### src/rtl/abc_scan_sequencer_pkg.sv
// rtl/abc_scan_sequencer_pkg.sv - shared types and constants for the A/B/C scan sequencer
package abc_scan_sequencer_pkg;

  localparam int CODE_W = 3;

  typedef logic [CODE_W-1:0] code_t;

  typedef enum logic [1:0] {
    MODE_UP   = 2'b00,
    MODE_DOWN = 2'b01,
    MODE_PP   = 2'b10,
    MODE_HOLD = 2'b11
  } mode_e;

  typedef enum logic {
    DIR_UP   = 1'b0,
    DIR_DOWN = 1'b1
  } dir_e;

  localparam code_t CODE_MIN = '0;
  localparam code_t CODE_MAX = '1;

endpackage

### src/rtl/abc_scan_sequencer_if.sv
// rtl/abc_scan_sequencer_if.sv - control inputs and decoder select/status outputs of the sequencer
interface abc_scan_sequencer_if;
  import abc_scan_sequencer_pkg::*;

  logic  en;
  mode_e mode;
  logic  load;
  code_t load_code;
  logic  A;
  logic  B;
  logic  C;
  logic  step;
  logic  wrap;
  logic  dir;

  modport master (
    output en, mode, load, load_code,
    input  A, B, C, step, wrap, dir
  );

  modport slave (
    input  en, mode, load, load_code,
    output A, B, C, step, wrap, dir
  );

endinterface

### src/rtl/abc_scan_sequencer_scan_tick_divider.sv
// rtl/abc_scan_sequencer_scan_tick_divider.sv - prescaler producing one tick every DIV enabled cycles
module scan_tick_divider #(
  parameter int DIV = 4
) (
  input  logic clk,
  input  logic rst,
  input  logic i_en,
  input  logic i_clr,
  output logic o_tick
);

  localparam int CNT_W = (DIV > 1) ? $clog2(DIV) : 1;
  localparam logic [CNT_W-1:0] CNT_LAST = CNT_W'(DIV - 1);

  logic [CNT_W-1:0] r_cnt;

  // en=0 freezes the count in place so a paused scan resumes mid-step
  assign o_tick = i_en && (r_cnt == CNT_LAST);

  always_ff @(posedge clk or posedge rst) begin
    if (rst) begin
      r_cnt <= '0;
    end else if (i_clr || o_tick) begin
      r_cnt <= '0;
    end else if (i_en) begin
      r_cnt <= r_cnt + 1'b1;
    end
  end

endmodule

### src/rtl/abc_scan_sequencer.sv
// rtl/abc_scan_sequencer.sv - steps a 3-bit {A,B,C} code up/down/ping-pong for a 3-to-8 decoder
module abc_scan_sequencer
  import abc_scan_sequencer_pkg::*;
#(
  parameter int    DIV        = 4,
  parameter code_t START_CODE = 3'd0
) (
  input  logic                 clk,
  input  logic                 rst,
  abc_scan_sequencer_if.slave  bus
);

  logic  w_tick;
  code_t r_code;
  code_t w_code_nxt;
  dir_e  r_dir;
  dir_e  w_dir_nxt;
  logic  r_step;
  logic  r_wrap;
  logic  w_step_nxt;
  logic  w_wrap_nxt;

  scan_tick_divider #(
    .DIV (DIV)
  ) u_div (
    .clk    (clk),
    .rst    (rst),
    .i_en   (bus.en),
    .i_clr  (bus.load),
    .o_tick (w_tick)
  );

  always_comb begin
    w_code_nxt = r_code;
    w_dir_nxt  = r_dir;
    w_step_nxt = 1'b0;
    w_wrap_nxt = 1'b0;
    if (bus.load) begin
      w_code_nxt = bus.load_code;
      w_dir_nxt  = DIR_UP;
    end else if (w_tick) begin
      case (bus.mode)
        MODE_UP: begin
          w_code_nxt = r_code + 1'b1;
          w_dir_nxt  = DIR_UP;
          w_step_nxt = 1'b1;
          w_wrap_nxt = (r_code == CODE_MAX);
        end
        MODE_DOWN: begin
          w_code_nxt = r_code - 1'b1;
          w_dir_nxt  = DIR_DOWN;
          w_step_nxt = 1'b1;
          w_wrap_nxt = (r_code == CODE_MIN);
        end
        MODE_PP: begin
          w_step_nxt = 1'b1;
          // direction flips on arriving at an end; the frame closes on arrival at 0
          if (r_dir == DIR_UP) begin
            if (r_code == CODE_MAX) begin
              w_code_nxt = CODE_MAX - 1'b1;
              w_dir_nxt  = DIR_DOWN;
            end else begin
              w_code_nxt = r_code + 1'b1;
              if (r_code == CODE_MAX - 1'b1) w_dir_nxt = DIR_DOWN;
            end
          end else begin
            if (r_code == CODE_MIN) begin
              w_code_nxt = CODE_MIN + 1'b1;
              w_dir_nxt  = DIR_UP;
              w_wrap_nxt = 1'b1;
            end else begin
              w_code_nxt = r_code - 1'b1;
              if (r_code == CODE_MIN + 1'b1) begin
                w_dir_nxt  = DIR_UP;
                w_wrap_nxt = 1'b1;
              end
            end
          end
        end
        MODE_HOLD: begin
        end
      endcase
    end
  end

  always_ff @(posedge clk or posedge rst) begin
    if (rst) begin
      r_code <= START_CODE;
      r_dir  <= DIR_UP;
      r_step <= 1'b0;
      r_wrap <= 1'b0;
    end else begin
      r_code <= w_code_nxt;
      r_dir  <= w_dir_nxt;
      r_step <= w_step_nxt;
      r_wrap <= w_wrap_nxt;
    end
  end

  assign bus.A    = r_code[2];
  assign bus.B    = r_code[1];
  assign bus.C    = r_code[0];
  assign bus.step = r_step;
  assign bus.wrap = r_wrap;
  assign bus.dir  = r_dir;

endmodule
### src/flat_wrapper.sv
// flat-port wrapper written by rule: the top's interface ports become plain ports
module abc_scan_sequencer_flat import abc_scan_sequencer_pkg::*;
#(
  parameter int    DIV        = 4,
  parameter code_t START_CODE = 3'd0
)
  (clk, rst, bus_en, bus_mode, bus_load, bus_load_code, bus_A, bus_B, bus_C, bus_step, bus_wrap, bus_dir);
  abc_scan_sequencer_if bus_i ();
  input  logic clk;
  input  logic rst;
  input wire logic [$bits(bus_i.en)-1:0] bus_en;
  input wire logic [$bits(bus_i.mode)-1:0] bus_mode;
  input wire logic [$bits(bus_i.load)-1:0] bus_load;
  input wire logic [$bits(bus_i.load_code)-1:0] bus_load_code;
  output wire logic [$bits(bus_i.A)-1:0] bus_A;
  output wire logic [$bits(bus_i.B)-1:0] bus_B;
  output wire logic [$bits(bus_i.C)-1:0] bus_C;
  output wire logic [$bits(bus_i.step)-1:0] bus_step;
  output wire logic [$bits(bus_i.wrap)-1:0] bus_wrap;
  output wire logic [$bits(bus_i.dir)-1:0] bus_dir;
  assign bus_i.en = bus_en;
  assign bus_i.mode = bus_mode;
  assign bus_i.load = bus_load;
  assign bus_i.load_code = bus_load_code;
  assign bus_A = bus_i.A;
  assign bus_B = bus_i.B;
  assign bus_C = bus_i.C;
  assign bus_step = bus_i.step;
  assign bus_wrap = bus_i.wrap;
  assign bus_dir = bus_i.dir;
  abc_scan_sequencer #(.DIV(DIV), .START_CODE(START_CODE)) u_core (.clk(clk), .rst(rst), .bus(bus_i));
endmodule
### config.mk
export PLATFORM = sky130hd
export DESIGN_NAME = abc_scan_sequencer_flat
export DESIGN_NICKNAME = d
export VERILOG_FILES = /design/src/rtl/abc_scan_sequencer_pkg.sv /design/src/rtl/abc_scan_sequencer_if.sv /design/src/rtl/abc_scan_sequencer_scan_tick_divider.sv /design/src/rtl/abc_scan_sequencer.sv /design/src/flat_wrapper.sv
export SDC_FILE = /design/constraint.sdc
export NUM_CORES = 1
export LEC_CHECK = 0
export BUFFER_PORTS_ARGS = -buffer_cell sky130_fd_sc_hd__buf_2
export CAP_MARGIN = 20
export CORE_MARGIN = 2
export CORE_UTILIZATION = 45
export DETAILED_ROUTE_END_ITERATION = 8
export GPL_ROUTABILITY_DRIVEN = 0
export PLACE_DENSITY = 0.71
export SLEW_MARGIN = 25
export SYNTH_ARGS = -nofsm -noshare
export SYNTH_HDL_FRONTEND = slang
export SYNTH_SLANG_ARGS = --single-unit
export TNS_END_PERCENT = 20
### constraint.sdc
create_clock -name clk -period 2.29 [get_ports clk]
set_clock_uncertainty 0.05 [all_clocks]
set_input_delay 0.458 -clock clk [delete_from_list [all_inputs] [get_ports clk]]
set_output_delay 0.458 -clock clk [all_outputs]
set_load 0.005 [all_outputs]
# Word level (Yosys, flattened, before mapping)
# Cells that the tools add are included.
[classes]
n_addsub = 3
n_eq_ne = 6
muxes = 25
n_reduce_logical = 9
[op_table]
columns = ["op", "n"]
rows = [
  ["2-to-1 mux 1 bit", 15],
  ["2-to-1 mux 3 bit", 5],
  ["one-hot mux 3 bit (3 select lines)", 1],
  ["== test 3 bit, second input constant", 2],
  ["one-hot mux 1 bit (3 select lines)", 2],
  ["== test 2 bit, second input constant", 2],
  ["2-to-1 mux 2 bit", 2],
  ["nonzero test 2 bit", 2],
  ["nonzero test 4 bit", 1],
  ["adder 3 x 1 -> 3 bit, second input constant", 1],
  ["== test 3 x 1 -> 1 bit, second input constant", 1],
  ["logical NOT 3 bit", 1],
  ["OR reduction 3 bit", 1],
  ["subtractor 3 x 1 -> 3 bit, second input constant", 1],
  ["adder 2 x 1 -> 2 bit, second input constant", 1],
  ["== test 2 x 1 -> 1 bit, second input constant", 1],
  ["logical NOT 2 bit", 1],
  ["AND reduction 2 bit", 1],
  ["logical AND 1 bit", 1],
  ["logical OR 1 bit", 1],
]
[word_totals]
ff_bits = 8
in_bits = 9
out_inout_bits = 6
word_cells = 48

# Longest topological paths before layout
# Gate-level depths: netlist of run 1.
[logic_depth]
ltp_word = 7
depth_mapped = 6
depth_no_buf = 6

# Cells and area by module
# A second synthesis of run 1 with hierarchy kept.
[hier_totals]
cells_unflattened = 76
hier_area_um2 = 679.4
[by_module_without_submodules]
columns = ["module", "n_inst", "cells_per_inst", "area_each_um2", "seq_area_each_um2"]
rows = [
  ["abc_scan_sequencer", 1, 65, 564.3, 150.1],
  ["scan_tick_divider", 1, 11, 115.1, 50.0],
]

# Worst setup path before layout of run 1
# Ideal clock, no wire load.
[synth_path]
kind = "input to register"
start = "input port bus_mode[1]"
end = "register u_core.r_code[2]"
setup_ps = 76
t_arrival_ps = 1467
t_required_ps = 2164
slack_ps = 696
path_stages = 6
path_buffers = 0
cell_sequence = "inv_1 > ha_1 > or3_4 > a31oi_4 > a22oi_1 > o21ai_1"
[synth_via]
elab_chain_cells = 4
word_cells_on_any_way = 8
classes_between = "2 x eq/ne; 3 x mux; 3 x reduce/logical"
[synth_rtl]
columns = ["item", "line_no", "source"]
rows = [
  ["from (decl)", "flat_wrapper.sv:12", "input wire logic [$bits(bus_i.mode)-1:0] bus_mode;"],
  ["== test 2 bit (tied with other cells)", "abc_scan_sequencer.sv:42", "case (bus.mode)"],
  ["one-hot mux 3 bit (3 select lines)", "abc_scan_sequencer.sv:42", ""],
  ["2-to-1 mux 3 bit", "abc_scan_sequencer.sv:41", "end else if (w_tick) begin"],
  ["2-to-1 mux 3 bit", "abc_scan_sequencer.sv:38", "if (bus.load) begin"],
  ["to (signal assigned)", "abc_scan_sequencer.sv:93", "r_code <= w_code_nxt;"],
  ["to (decl)", "abc_scan_sequencer.sv:14", "code_t r_code;"],
]
# Parallel ways exist; a longest one is shown, timed or not. The select of a mux whose other input is x is not followed.
# A chain may end at the register's enable or synchronous reset.

# Worst setup path after layout of run 1
[layout_path]
start = "register u_core.r_code[0]"
end = "register u_core.r_dir (netlist: u_core.bus.dir)"
[layout_via]
elab_chain_cells = 7
word_cells_on_any_way = 12
classes_between = "3 x eq/ne; 8 x mux; 1 x reduce/logical"
[layout_rtl]
columns = ["item", "line_no", "source"]
rows = [
  ["== test 3 bit or == test 3 x 1 -> 1 bit (tied branches)", "abc_scan_sequencer.sv:64, abc_scan_sequencer.sv:73", ""],
  ["2-to-1 mux 1 bit (on tied branches)", "abc_scan_sequencer.sv:64, abc_scan_sequencer.sv:73", ""],
  ["2-to-1 mux 1 bit (on tied branches)", "abc_scan_sequencer.sv:59, abc_scan_sequencer.sv:67", ""],
  ["2-to-1 mux 1 bit (*)", "abc_scan_sequencer.sv:58", "if (r_dir == DIR_UP) begin"],
  ["one-hot mux 1 bit (3 select lines) (*)", "abc_scan_sequencer.sv:42", ""],
  ["2-to-1 mux 1 bit (*)", "abc_scan_sequencer.sv:41", ""],
  ["2-to-1 mux 1 bit (*)", "abc_scan_sequencer.sv:38", ""],
  ["to (signal assigned)", "abc_scan_sequencer.sv:94", "r_dir <= w_dir_nxt;"],
  ["to (decl)", "abc_scan_sequencer.sv:16", "dir_e r_dir;"],
]
# Every way passes the cells marked *; elsewhere a longest branch is shown, timed or not. The select of a mux whose other input is x is not followed.

==> results of run 1 <==
synth_stat cells:
master	number	area share
a2111oi_0	1	0.013
a211o_1	1	0.013
a21o_1	1	0.011
a21oi_1	8	0.059
a221o_1	1	0.015
a22oi_1	2	0.022
a31oi_1	1	0.0093
a31oi_4	1	0.032
clkbuf_1	1	0.0056
dfrtp_1	8	0.30
ha_1	13	0.24
inv_1	9	0.050
mux2i_1	2	0.030
nand2_1	3	0.017
nand2b_1	2	0.019
nand3b_1	2	0.022
nor2_1	5	0.028
nor3_1	3	0.022
o211ai_1	2	0.022
o21ai_0	4	0.030
o21ai_1	2	0.015
o31ai_1	1	0.011
or3_4	1	0.017
critical path, cell delays in order, from the launching register on:
cell     delay [ns]
dfrtp_1        0.46
ha_1           0.28
ha_1           0.22
a211o_1        0.28
a31oi_1        0.17
o21ai_0        0.11
per-stage QoR:
step | power [mW] | util | setup slack [ns]
2_1_floorplan | 0.227 | - | 0.696
3_3_place_gp | 0.259 | 0.563 | 0.485
3_5_place_dp | 0.262 | 0.563 | 0.461
4_1_cts | 0.370 | 0.579 | 0.613
5_1_grt | 0.394 | 0.579 | 0.525
6_report | 0.366 | 0.579 | 0.594
registers in the layout, summed over array words and instances, names as in the netlist:
signal / count
u_core.bus.dir: 1
u_core.bus.step: 1
u_core.bus.wrap: 1
u_core.r_code: 3
u_core.u_div.r_cnt: 2
routing by layer:
layer / global-route usage / wire length [µm]
met5: 0 / 0
met4: 0.0375 / 0
met2: 0.258 / 621
met3: 0.0553 / 69
met1: 0.233 / 671
layout make-up:
cell class / count / area (µm²)
clock buffers: 3 / 22.5
flip-flops and latches: 8 / 200
inverters: 9 / 33.8
fillers: 119 / 568
well taps: 15 / 18.8
multi-input cells: 56 / 437
repair buffers: 14 / 70.1
where the power goes:
| group | switching [mW] | internal, mW |
|---|---|---|
| Clock | 0.0463 | 0.0599 |
| Combinational | 0.0540 | 0.0437 |
| Sequential | 0.0130 | 0.149 |
how the worst max path moves through the flow:
stage                            end  depth (start not counted)
finish                u_core.bus.dir                          5
global route        u_core.r_code[1]                          6
CTS                   u_core.bus.dir                          5
detailed placement  u_core.r_code[2]                          7
global placement    u_core.r_code[2]                          7
floorplan           u_core.r_code[2]                          6
kinds of logic (layout without fill, tap and decap cells):
group,after synthesis,in the layout,share of synthesized area
multiplexers,2,2,0.0297
flip-flops,8,8,0.297
AO/OA/AOI/OAI,25,25,0.252
buffers and inverters,10,26,0.0556
AND/OR/NAND/NOR,16,16,0.124
adder cells (fa/ha/maj),13,13,0.241
==> results_dict.tcl, run 1 <==
set metrics [dict create \
    areaGrowthSynthToFinish_pct 16.0 \
    cts_made_buffers 3 \
    reg2reg_from "u_core.r_code[0]" \
    status "finished, final reports clean" \
    drc_errors 0 \
    grt_max_degree 10 \
    num_rows 13 \
    powerDensity_nw_per_um2 468 \
    grt_usage 0.170 \
    synth_seq_area_share 0.297 \
    grt-ovfl-total 0 \
    final_cells 105 \
    cp_data_required_time_ns 2.36 \
    die_h_um 42.7 \
    startpoint "u_core.r_code[0]" \
    dp_hpwl_um 1070 \
    syn-num-nets 96 \
    clk_pin_slew_ns 0.06 \
    die_x_um 42.7 \
    r2r_slack_ns 0.59 \
    viasPerCell 5.45 \
    htree_levels 1 \
    start_util 0.500 \
    synth.distinct_cells 23 \
    dr.pass1.iters 4 \
    report.final.setup_viol 0 \
    ant_nets 0 \
    cts_setup_buffers 0 \
    grt_pass1_wl_um 2370 \
    rsz0062_at_grt "false" \
    finalHoldWorstSlack_ns 0.0822 \
    hp-class "input port to async pin" \
    wirelength_um 1360 \
    coreArea_um2 1350 \
    port_buffers 14 \
    synth_area_um2 674 \
    drt_iter0_drc 9 \
    final_cell_area_um2 782 \
    arrival_ns 1.77 \
    io_pins 15 \
    die_area_um2 1820 \
    final_hold_viol_count 0 \
    irDropWorstVdd_mv 0.189 \
    setup_tns_ns 0 \
    finalCritPeriodShare 0.741 \
    cts_tree "built" \
    antenna_found_initial 0 \
    regToRegEndpoint "u_core.bus.dir" \
    grt_pass1_vias 545 \
    ff2ff_path_depth 5 \
    cts_max_path_buffers 2 \
    placed_cell_area_um2 759 \
    p_leak_nw 0.402 \
    drv_cap 0 \
    end_kind "flop" \
    synth_cells 74 \
    worst_pin_slew_ns 0.395 \
    layout_common_cells "14 x buf_2, 13 x ha_1, 9 x inv_1" \
    ctsResizeCount 0 \
    final_nets 114 \
    period_needed_ns 1.70 \
    antenna_cells 0 \
    fmax_ghz 0.590 \
    crit_fanout 6 \
    hold_buffers 0 \
    wire_per_inst_um 13.0 \
    final_max_slew_viol_count 0 \
    ys_seq_elements 8 \
    drive_above_1_share 0.211 \
    vias 572 \
    worstSetupPathType "flop to flop" \
    final_common_cell "buf_2" \
    syn_area_per_cell_um2 9.11 \
    cts.sinks 8 \
    clk_latency_ns 0.26 \
    relSlewSlack 0.730 \
    place_inst 102 \
    ys_warn_count 0 \
    cp-start-kind "flop" \
    root_buffer "clkbuf_4" \
]
No activity file was read; power rests on OpenSTA's default activity.
==> run 2, diff against run 1 <==
Settings changed: ABC_AREA set to 1, CORE_ASPECT_RATIO set to 1.25.
Clock period 2.29 ns to 1.6 ns, I/O delays scaled along.
==> run 2 against run 1 <==
First-iteration DRC count unchanged. Final cell count grew 30%. Sequential share of layout area shrank 2.4 points. Utilization shrank 2.0 points. Count of clock-buffer cells in the layout stayed put. Clock power is 42% higher. Critical path type unchanged. Largest cell class unchanged.
==> results_dict.tcl, run 2 <==
set metrics [dict create \
    status "finished, final reports clean" \
    start_util 0.476 \
    synth_area_um2 734 \
    grt-ovfl-total 0 \
    antenna_found_initial 0 \
    report.final.setup_viol 0 \
    grt_pass1_vias 658 \
    ys.flop_type "dfrtp_1" \
    irDropWorstVdd_mv 0.349 \
    p_comb_frac 0.284 \
    final_max_slew_viol_count 0 \
    cp_slowest_stage_delay_ns 0.39 \
    min_path_cells 3 \
    reg2reg_from "u_core.r_code[0]" \
    finalWorstSetupSlack_ns 0.189 \
    synth_cells 101 \
    setup_tns_ns 0 \
    die_h_um 49.2 \
    ys_seq_elements 8 \
    powerDensity_nw_per_um2 615 \
    finalCritPeriodShare 0.882 \
    synth_seq_area_share 0.273 \
    dp_hpwl_um 1250 \
    cp_data_required_time_ns 1.69 \
    arrival_ns 1.50 \
    grt_usage 0.184 \
    syn-num-nets 123 \
    worst_pin_slew_ns 0.296 \
    wirelength_um 1410 \
    final_cells 137 \
    place_inst 133 \
    synth_most_common_cell "nand2_1" \
    io_pins 15 \
    synthTopCellsByCount "23 x nand2_1, 20 x inv_1, 13 x ha_1, 8 x a21oi_1, 8 x dfrtp_1" \
    grt_pass1_wl_um 2570 \
    cpMaxStageDelayCell "dfrtp_1" \
    p_clk_frac 0.283 \
    syn_area_per_cell_um2 7.27 \
    drc_errors 0 \
    cp-start-kind "flop" \
    port_buffers 14 \
    viasPerCell 4.74 \
    drt_iter0_drc 9 \
    final_nets 143 \
    switching_share 0.314 \
    ctsResizeCount 0 \
    die_x_um 40.1 \
    final_common_cell "nand2_1" \
    fmax_ghz 0.709 \
    period_needed_ns 1.41 \
    fillers 160 \
    cts_made_buffers 3 \
    coreArea_um2 1540 \
    synth.distinct_cells 19 \
    clk_latency_ns 0.25 \
    crit_fanout 4 \
    largest_reg_flops 3 \
    clk_pin_slew_ns 0.05 \
    relSlewSlack 0.803 \
    ys_warn_count 0 \
    cp_common_cell "nand2_1" \
    p_seq_frac 0.433 \
    htree_levels 1 \
    grt_max_degree 9 \
    vias 649 \
    layout_common_cells "23 x nand2_1, 20 x inv_1, 14 x buf_2" \
    hold_end "u_core.r_code[0]" \
    utilization 0.559 \
    cts_tree "built" \
    synth.area.top_cells "dfrtp_1 27%, ha_1 22%, nand2_1 12%" \
    ant_nets 0 \
    reg.largest.list "u_core.r_code x3, u_core.u_div.r_cnt x2" \
    r2r_slack_ns 0.19 \
    antenna_cells 0 \
    die_area_um2 1970 \
    yosysTopAreaCellShare 0.273 \
    rsz0062_at_grt "false" \
    cts_max_path_buffers 2 \
    root_buffer "clkbuf_4" \
    p_sw_uw 166 \
    worstHoldStart "bus_load_code[0]" \
    regMostFlops "u_core.r_code" \
    final_hold_viol_count 0 \
    areaGrowthSynthToFinish_pct 17.4 \
    cp_cell_sequence "inv_1 -> ha_1 -> or2_2 -> nand3_1 -> nand2_1 -> nand2_1 -> nand2_1" \
    wire_per_inst_um 10.3 \
    end_kind "flop" \
    power.internal_uw 364 \
    synth_top_area_cell "dfrtp_1" \
    ys_async_sr_fraction 1.00 \
    num_rows 16 \
    finalHoldWorstSlack_ns 0.242 \
    post-place-ws_ns 0.0897 \
    regToRegEndpoint "u_core.r_code[2]" \
    ff2ff_path_depth 7 \
    p_leak_nw 0.512 \
    synth-edff-count 0 \
    cts.sinks 8 \
    drv_cap 0 \
    drive_above_1_share 0.227 \
    worstSetupPathType "flop to flop" \
    hp-class "input port to flop" \
    dr.pass1.iters 4 \
]
## run 2: cell types whose count changed after synthesis, moves of 4 or more
cell	previous run	this run
nand3_1	0	6
nand2_2	0	4
inv_1	9	20
nand2_1	3	23
## run 2: cell families (layout without fill, tap and decap cells)
| kind of cell | after synthesis | in the layout | share of synthesized area |
|---|---|---|---|
| buffers and inverters | 22 | 40 | 0.114 |
| DFF | 8 | 8 | 0.273 |
| and+or+nand+nor | 43 | 43 | 0.274 |
| AOI/OAI and AO/OA | 14 | 14 | 0.106 |
| xor gates and xnor gates | 1 | 1 | 0.0119 |
| adders and majority gates | 13 | 13 | 0.221 |
## run 2: what timing repair did
action | CTS | global route
setup buffers | 0 | 0
hold endpoints to repair | 8 | 0
hold buffers | 1 | 0
endpoints found under the setup margin | 0 | 0
## run 2: layer usage
metal | wire length, µm | global-route usage | share of wire
met2 | 796 | 0.315 | 0.56
met5 | 0 | 0 | 0
met1 | 585 | 0.211 | 0.41
met3 | 17 | 0.0183 | 0.012
met4 | 15 | 0.0920 | 0.011
## run 2: how the worst max path moves through the flow
stage	start	end	slack (ns)	cells after the start
finish	u_core.r_code[0]	u_core.r_code[2]	0.19	7
global route	u_core.r_code[0]	u_core.r_code[1]	0.06	8
CTS	u_core.r_code[0]	u_core.r_code[2]	0.17	7
detailed placement	bus_mode[0]	u_core.r_code[1]	0.09	8
global placement	bus_mode[0]	u_core.r_code[1]	0.1	8
floorplan	u_core.r_code[0]	u_core.r_code[1]	0.23	8
## run 2: power groups by stage
stage	clock network [mW]	logic [mW]	registers [mW]
global route	0.166	0.179	0.231
floorplan	0	0.103	0.231
finish	0.150	0.151	0.229
detailed placement	0	0.151	0.233
global placement	0	0.148	0.232
CTS	0.159	0.153	0.230
## run 2: final cells by class
| class | count | area (µm²) | share of cell area |
|---|---|---|---|
| Clock buffer | 3 | 22.5 | 0.0261 |
| Inverter | 21 | 78.8 | 0.0914 |
| Multi-Input combinational cell | 71 | 450 | 0.522 |
| Sequential cell | 8 | 200 | 0.232 |
| Tap cell | 18 | 22.5 | 0.0261 |
| Timing Repair Buffer | 16 | 87.6 | 0.102 |
## run 2: worst max-delay path, delay by kind of cell (launching register included)
| family | cells | cell delay [ns] |
|---|---|---|
| adder cells (fa/ha/maj) | 1 | 0.22 |
| AND/OR/NAND/NOR | 5 | 0.53 |
| buffers and inverters | 1 | 0.10 |
| flip-flops | 1 | 0.39 |
## run 2: stage by stage
stage	cell area [µm²]	total power [mW]
floorplan	734	0.335
global placement	830	0.379
CTS	862	0.542
global route	862	0.576
finish	862	0.530
detailed placement	830	0.384
